### src/rtl/alu_pkg.sv
`default_nettype none
// +----------------------------------------------------------------------+
// | alu_pkg                                                              |
// | Opcode encoding, FSM state encoding and opcode-class helpers.        |
// | Revision: 1.0                                                        |
// +----------------------------------------------------------------------+
package alu_pkg;

  localparam logic [4:0] OP_ADD    = 5'd0;
  localparam logic [4:0] OP_SUB    = 5'd1;
  localparam logic [4:0] OP_AND    = 5'd2;
  localparam logic [4:0] OP_OR     = 5'd3;
  localparam logic [4:0] OP_XOR    = 5'd4;
  localparam logic [4:0] OP_SLL    = 5'd5;
  localparam logic [4:0] OP_SRL    = 5'd6;
  localparam logic [4:0] OP_SRA    = 5'd7;
  localparam logic [4:0] OP_SLT    = 5'd8;
  localparam logic [4:0] OP_SLTU   = 5'd9;
  localparam logic [4:0] OP_MUL    = 5'd10;
  localparam logic [4:0] OP_MULH   = 5'd11;
  localparam logic [4:0] OP_MULHSU = 5'd12;
  localparam logic [4:0] OP_MULHU  = 5'd13;
  localparam logic [4:0] OP_DIV    = 5'd14;
  localparam logic [4:0] OP_DIVU   = 5'd15;
  localparam logic [4:0] OP_REM    = 5'd16;
  localparam logic [4:0] OP_REMU   = 5'd17;

  typedef enum logic [1:0] {
    ST_IDLE = 2'd0,
    ST_ITER = 2'd1,
    ST_DONE = 2'd2
  } state_t;

  function automatic logic is_muldiv(input logic [4:0] op);
    return (op >= OP_MUL) && (op <= OP_REMU);
  endfunction

  function automatic logic is_div(input logic [4:0] op);
    return (op >= OP_DIV) && (op <= OP_REMU);
  endfunction

endpackage
`default_nettype wire

### src/rtl/alu_muldiv_iter.sv
`default_nettype none
// +----------------------------------------------------------------------+
// | alu_muldiv_iter                                                      |
// | Bit-serial shift-add multiplier / restoring divider on magnitudes.   |
// | Revision: 1.0                                                        |
// +----------------------------------------------------------------------+
module alu_muldiv_iter
  import alu_pkg::*;
#(
  parameter int WIDTH = 32
) (
  input  logic             clk,
  input  logic             rst,
  input  logic             i_start,
  input  logic             i_kill,
  input  logic [4:0]       i_op,
  input  logic [WIDTH-1:0] i_a,
  input  logic [WIDTH-1:0] i_b,
  output logic             o_last,
  output logic [WIDTH-1:0] o_result
);

  localparam int CNT_W = $clog2(WIDTH);

  logic               r_run;
  logic [CNT_W-1:0]   r_cnt;
  logic               r_is_div;
  logic               r_neg;
  logic               r_hi;
  logic               r_rem_sel;
  logic [2*WIDTH-1:0] r_acc;
  logic [2*WIDTH-1:0] r_mcand;
  logic [WIDTH-1:0]   r_mplier;  // multiplier, or dividend shifting into quotient
  logic [WIDTH-1:0]   r_rem;
  logic [WIDTH-1:0]   r_dvsr;

  logic             w_sa, w_sb;
  logic [WIDTH-1:0] w_mag_a, w_mag_b;
  logic [WIDTH:0]   w_shift, w_diff;
  logic [2*WIDTH-1:0] w_prod;
  logic [WIDTH-1:0] w_quo, w_rmd;

  assign w_sa    = (i_op == OP_MULH || i_op == OP_MULHSU || i_op == OP_DIV || i_op == OP_REM)
                   && i_a[WIDTH-1];
  assign w_sb    = (i_op == OP_MULH || i_op == OP_DIV || i_op == OP_REM) && i_b[WIDTH-1];
  assign w_mag_a = w_sa ? -i_a : i_a;
  assign w_mag_b = w_sb ? -i_b : i_b;

  assign w_shift = {r_rem, r_mplier[WIDTH-1]};
  assign w_diff  = w_shift - {1'b0, r_dvsr};

  always_ff @(posedge clk) begin
    if (rst || i_kill) begin
      r_run     <= 1'b0;
      r_cnt     <= '0;
      r_is_div  <= 1'b0;
      r_neg     <= 1'b0;
      r_hi      <= 1'b0;
      r_rem_sel <= 1'b0;
      r_acc     <= '0;
      r_mcand   <= '0;
      r_mplier  <= '0;
      r_rem     <= '0;
      r_dvsr    <= '0;
    end else if (i_start) begin
      r_run     <= 1'b1;
      r_cnt     <= CNT_W'(WIDTH - 1);
      r_is_div  <= is_div(i_op);
      // Remainder follows the dividend; everything else follows the sign product
      r_neg     <= (i_op == OP_REM) ? w_sa : (w_sa ^ w_sb);
      r_hi      <= (i_op == OP_MULH || i_op == OP_MULHSU || i_op == OP_MULHU);
      r_rem_sel <= (i_op == OP_REM || i_op == OP_REMU);
      r_acc     <= '0;
      r_mcand   <= {{WIDTH{1'b0}}, w_mag_a};
      r_mplier  <= is_div(i_op) ? w_mag_a : w_mag_b;
      r_rem     <= '0;
      r_dvsr    <= w_mag_b;
    end else if (r_run) begin
      if (r_is_div) begin
        if (!w_diff[WIDTH]) begin
          r_rem    <= w_diff[WIDTH-1:0];
          r_mplier <= {r_mplier[WIDTH-2:0], 1'b1};
        end else begin
          r_rem    <= w_shift[WIDTH-1:0];
          r_mplier <= {r_mplier[WIDTH-2:0], 1'b0};
        end
      end else begin
        if (r_mplier[0]) r_acc <= r_acc + r_mcand;
        r_mcand  <= r_mcand << 1;
        r_mplier <= r_mplier >> 1;
      end
      if (r_cnt == '0) r_run <= 1'b0;
      else             r_cnt <= r_cnt - 1'b1;
    end
  end

  assign o_last = r_run && (r_cnt == '0);

  assign w_prod = r_neg ? -r_acc : r_acc;
  assign w_quo  = r_neg ? -r_mplier : r_mplier;
  assign w_rmd  = r_neg ? -r_rem : r_rem;

  assign o_result = r_is_div ? (r_rem_sel ? w_rmd : w_quo)
                             : (r_hi ? w_prod[2*WIDTH-1:WIDTH] : w_prod[WIDTH-1:0]);

endmodule
`default_nettype wire

### src/rtl/alu_mc_pipe.sv
`default_nettype none
// +----------------------------------------------------------------------+
// | alu_mc_pipe                                                          |
// | Execute-stage ALU: single-cycle ops plus iterative mul/div, kill.    |
// | Revision: 1.0                                                        |
// +----------------------------------------------------------------------+
module alu_mc_pipe
  import alu_pkg::*;
#(
  parameter int WIDTH = 32,
  parameter int TAG_W = 5
) (
  input  logic             clk,
  input  logic             rst,
  input  logic             in_valid,
  output logic             in_ready,
  input  logic [4:0]       in_op,
  input  logic [WIDTH-1:0] in_a,
  input  logic [WIDTH-1:0] in_b,
  input  logic [TAG_W-1:0] in_tag,
  input  logic             kill,
  output logic             out_valid,
  input  logic             out_ready,
  output logic [WIDTH-1:0] out_result,
  output logic [TAG_W-1:0] out_tag,
  output logic             busy
);

  localparam int SHAMT_W = $clog2(WIDTH);

  state_t           r_state, w_state_next;
  logic [TAG_W-1:0] r_tag;

  logic               w_accept, w_ovf, w_fast, w_multi, w_last;
  logic [SHAMT_W-1:0] w_shamt;
  logic [WIDTH-1:0]   w_alu_result, w_md_result;

  assign w_shamt  = in_b[SHAMT_W-1:0];
  assign w_ovf    = (in_op == OP_DIV || in_op == OP_REM)
                    && (in_a == {1'b1, {(WIDTH-1){1'b0}}}) && (in_b == {WIDTH{1'b1}});
  assign w_fast   = is_div(in_op) && ((in_b == '0) || w_ovf);
  assign w_multi  = is_muldiv(in_op) && !w_fast;
  assign in_ready = (r_state == ST_IDLE) && (!out_valid || out_ready) && !kill;
  assign w_accept = in_valid && in_ready;
  assign busy     = (r_state == ST_ITER) || (r_state == ST_DONE);

  always_comb begin
    w_alu_result = '0;
    case (in_op)
      OP_ADD:  w_alu_result = in_a + in_b;
      OP_SUB:  w_alu_result = in_a - in_b;
      OP_AND:  w_alu_result = in_a & in_b;
      OP_OR:   w_alu_result = in_a | in_b;
      OP_XOR:  w_alu_result = in_a ^ in_b;
      OP_SLL:  w_alu_result = in_a << w_shamt;
      OP_SRL:  w_alu_result = in_a >> w_shamt;
      OP_SRA:  w_alu_result = $signed(in_a) >>> w_shamt;
      OP_SLT:  w_alu_result = {{(WIDTH-1){1'b0}}, ($signed(in_a) < $signed(in_b))};
      OP_SLTU: w_alu_result = {{(WIDTH-1){1'b0}}, (in_a < in_b)};
      // Divide fast paths: zero divisor and most-negative / -1
      OP_DIV:  w_alu_result = (in_b == '0) ? {WIDTH{1'b1}} : in_a;
      OP_DIVU: w_alu_result = {WIDTH{1'b1}};
      OP_REM:  w_alu_result = (in_b == '0) ? in_a : '0;
      OP_REMU: w_alu_result = in_a;
      default: w_alu_result = '0;
    endcase
  end

  alu_muldiv_iter #(.WIDTH(WIDTH)) u_muldiv (
    .clk      (clk),
    .rst      (rst),
    .i_start  (w_accept && w_multi),
    .i_kill   (kill),
    .i_op     (in_op),
    .i_a      (in_a),
    .i_b      (in_b),
    .o_last   (w_last),
    .o_result (w_md_result)
  );

  always_ff @(posedge clk) begin
    if (rst) r_state <= ST_IDLE;
    else     r_state <= w_state_next;
  end

  always_comb begin
    w_state_next = r_state;
    case (r_state)
      ST_IDLE: if (w_accept && w_multi) w_state_next = ST_ITER;
      ST_ITER: if (w_last) w_state_next = ST_DONE;
      ST_DONE: w_state_next = ST_IDLE;
      default: w_state_next = ST_IDLE;
    endcase
    if (kill) w_state_next = ST_IDLE;
  end

  always_ff @(posedge clk) begin
    if (rst) begin
      out_valid  <= 1'b0;
      out_result <= '0;
      out_tag    <= '0;
      r_tag      <= '0;
    end else begin
      if (w_accept && w_multi) r_tag <= in_tag;
      if (kill) begin
        out_valid <= 1'b0;
      end else if (r_state == ST_DONE) begin
        out_valid  <= 1'b1;
        out_result <= w_md_result;
        out_tag    <= r_tag;
      end else if (w_accept && !w_multi) begin
        out_valid  <= 1'b1;
        out_result <= w_alu_result;
        out_tag    <= in_tag;
      end else if (out_ready) begin
        out_valid <= 1'b0;
      end
    end
  end

endmodule
`default_nettype wire

### config.mk
export PLATFORM = sky130hd
export DESIGN_NAME = alu_mc_pipe
export DESIGN_NICKNAME = d
export VERILOG_FILES = /design/src/rtl/alu_pkg.sv /design/src/rtl/alu_muldiv_iter.sv /design/src/rtl/alu_mc_pipe.sv
export SDC_FILE = /design/constraint.sdc
export NUM_CORES = 2
export LEC_CHECK = 0
export ABC_AREA = 1
export CORE_MARGIN = 2
export CORE_UTILIZATION = 40
export DETAILED_ROUTE_END_ITERATION = 10
export PLACE_DENSITY = 0.64
export SETUP_SLACK_MARGIN = 0.05
export SLEW_MARGIN = 20
export SYNTH_ARGS = -nofsm -noshare
export SYNTH_HDL_FRONTEND = slang
export SYNTH_SLANG_ARGS = --single-unit
### constraint.sdc
create_clock -name clk -period 5.1 [get_ports clk]
set_input_delay 1.53 -clock clk [delete_from_list [all_inputs] [get_ports clk]]
set_output_delay 1.53 -clock clk [all_outputs]
set_load 0.05 [all_outputs]
==> flow_summary.toml <==
[run_status]
status = "completed"

[clock_tree]
clkTransAtPathRegs_ns = 0.06
cts_tree = "done"
htreeDepth = 2
cts.repair.resized = 0
post_cts_buffers = 0
root_buffer = "clkbuf_16"
clk-insertion-delay-late_ns = 0.59
numCtsBuffers = 38
cts_buffer_depth = 3
cts_sinks = 279
hold_buffers = 0

[synthesis]
synth_ff_type = "dfxtp_1"
yosys.area.top_type = "nand2_1"
synth_commonest_cells = "2,069 x nand2_1, 832 x nand3_1, 811 x nor2_1"
ys_seq_area_frac = 0.153
synth_edf_count = 0
synth.cell_area_um2 = 36600
syn_inst = 6847
ys_ff_latch = 279
yosysTopAreaCellShare = 0.212
synthTopCellsByArea = "nand2_1 21%, dfxtp_1 15%, nand3_1 11%, nor2_1 8.3%, inv_1 7.5%"
yosysUniqueCellTypes = 53
syn_nets = 7141
synth_warnings = 0
ys_async_sr_fraction = 0
syn_avg_cell_area_um2 = 5.34
synth.most_common_cell = "nand2_1"

[critical_path]
critPathMaxFanout = 27
crit_start = "in_b[24]"
startpoint_type = "primary input"
cp.arrival_ns = 5.15
path_common_cell = "nand2_1"
endpoint_kind = "flop"
critical_path_buf_inv_count = 4
critPathSlowestCell = "clkdlybuf4s50_1"
worstReg2RegStart = "u_muldiv.r_mplier[31]"
cp_top_family = "simple AND/OR/NAND/NOR gates"
required_ns = 5.56
crit_chain = "clkdlybuf4s50_1 > nor2_1 > nand3_1 > nor2_1 > nand2_1 > nor2_8 > inv_2 > nand2_2 > nand2_2 > nand2_1 > nand2_1 > nand2_1 > nand2_2 > clkinv_2 > buf_12 > nand2_1 > nor2_1 > nor2_1"
cp_slowest_stage_delay_ns = 0.59
worstSetupPathType = "primary input to flop"

[place]
portBuffers = 118
placed_cell_area_um2 = 41000
dp_hpwl_mm = 181
place.gp.congestion = 1.13

[detailed_routing]
avgRoutedWirePerCell_um = 26.8
routed_via_density = 5.99
via_count = 49600
drt_iter0_drc = 7029
drtPass1Iterations = 7
final_antenna_net_count = 0
drc = 0
wl_mm = 222

[timing]
relSlewSlack = 0.293
rsz0062_at_grt = "no"
fin_skew_ns = 0.0221
whs_ns = 0.449
max_freq_mhz = 213
setup_viol = 0
drv_slew = 0
fin_crit_sh = 0.919
worst_pin_slew_ns = 1.06
hold_violations = 0
finalSetupTns_ns = 0
min_period_ns = 4.69

[cells_and_area]
final_core_util = 0.470
drive_above_1_share = 0.0758
final_net_count = 7378
fill_cells = 10100
final_area_um2 = 42400
syn_to_final_growth_pct = 16.0

[global_routing]
grt_pass1_wl_mm = 313
grt.total_usage = 0.455
antenna_found_initial = 6
grt_pass1_vias = 44900
grt-ovfl-total = 0
grt_max_degree = 84

[floorplan]
die_w_um = 306
core_area_um2 = 90300
rows = 110
start_util = 0.405
io_pins = 119
die_y_um = 306
dieArea_um2 = 93900

[flow_run]
drv_cap = 0

[min_path]
worstHoldPathType = "flop to flop"
min-delay-start = "r_tag[4]"

[power]
power.density_nw_per_um2 = 186
max-vdd-ir-drop_mv = 0.213
p_leak_nw = 20.6
metrics by stage:
stage | power [mW] | worst slack, ns | cells
finish | 7.91 | 0.413 | 8291
global route | 8.12 | 0.353 | 8288
CTS | 7.81 | 0.747 | 8288
detailed placement | 4.68 | 0.137 | 8220
global placement | 4.69 | 0.135 | 8220
floorplan | 3.54 | 0.913 | 6847
tightest hold or removal path, cell delays in order (launching register included):
cell and delay [ns]:
dfxtp_1 0.30, inv_1 0.05, a21oi_1 0.05
cells by family after synthesis:
group	synth area share
simple gates	0.453
flops	0.153
compound gates	0.185
fa+ha+maj	0.0744
buf+inv	0.114
xor+xnor	0.0213
final timing paths:
check	to	slack, ns	depth (start not counted)
worst min-delay path	r_tag[4]	0.45	2
worst max-delay path	out_result[1]	0.41	18
worst min register to register	r_tag[4]	0.45	2
worst max register to register	u_muldiv.r_rem[15]	1.39	16
area by class of cell:
| cell class | count | area (um2) | area share |
|---|---|---|---|
| multi-input combinational | 5509 | 26900 | 0.633 |
| tap | 1176 | 1470 | 0.0347 |
| timing repair buffer | 492 | 4220 | 0.0995 |
| sequential | 279 | 5590 | 0.132 |
| clock buffer | 45 | 1040 | 0.0245 |
| antenna | 3 | 7.51 | 0.000177 |
| clock inverter | 23 | 379 | 0.00893 |
| inverter | 764 | 2870 | 0.0676 |
placed cells by master, fill, tap and decap left out, types with 6 or more instances in the layout:
master           synthesis  layout
o2111ai_1                6       6
o211ai_1                54      54
xor2_1                  65      65
inv_2                   25      27
nand2_1               2069    2068
o21ai_0                476     476
nor4_1                   7       7
a31oi_1                 33      33
nand3b_1                19      19
buf_4                   10     355
a21o_1                  12      12
nand2_2                  7       7
clkinv_1                 8       7
nand3_1                832     832
clkbuf_16                0      40
inv_1                  729     728
clkdlybuf4s50_1          0     114
o21bai_1                43      43
bufinv_16                0       9
nor2_2                  12      12
a21oi_2                 10      10
nand4_1                 98      98
a21oi_1                508     508
dfxtp_1                279     277
a21boi_0                11      11
a211oi_1                 6       6
nor2_4                   5       8
o22ai_1                 46      46
nor2_1                 811     808
buf_12                   0      20
xnor2_1                 24      24
and3_1                   7       7
ha_1                   211     211
o21ai_1                 16      16
nor3_1                  68      68
or2_2                   16      16
routing by layer:
metal,global-route usage,share of wire
met1,0.572,0.39
met2,0.681,0.41
met3,0.0985,0.11
met4,0.341,0.091
met5,0.00517,0.00054
registers in the layout (all words and copies together), names as in the netlist, 2 cells and up:
| signal | count |
|---|---|
| out_result | 32 |
| u_muldiv.r_cnt | 5 |
| u_muldiv.r_rem | 32 |
| u_muldiv.r_acc | 64 |
| r_state | 2 |
| out_tag | 5 |
| u_muldiv.r_dvsr | 32 |
| u_muldiv.r_mplier | 32 |
| r_tag | 5 |
| u_muldiv.r_mcand | 64 |
power breakdown:
group / internal (mW) / switching, mW / total [mW]
logic: 0.750 / 1.75 / 2.50
clock network: 1.93 / 1.24 / 3.17
registers: 2.21 / 0.0358 / 2.24
(Power assumes the default switching activity.)
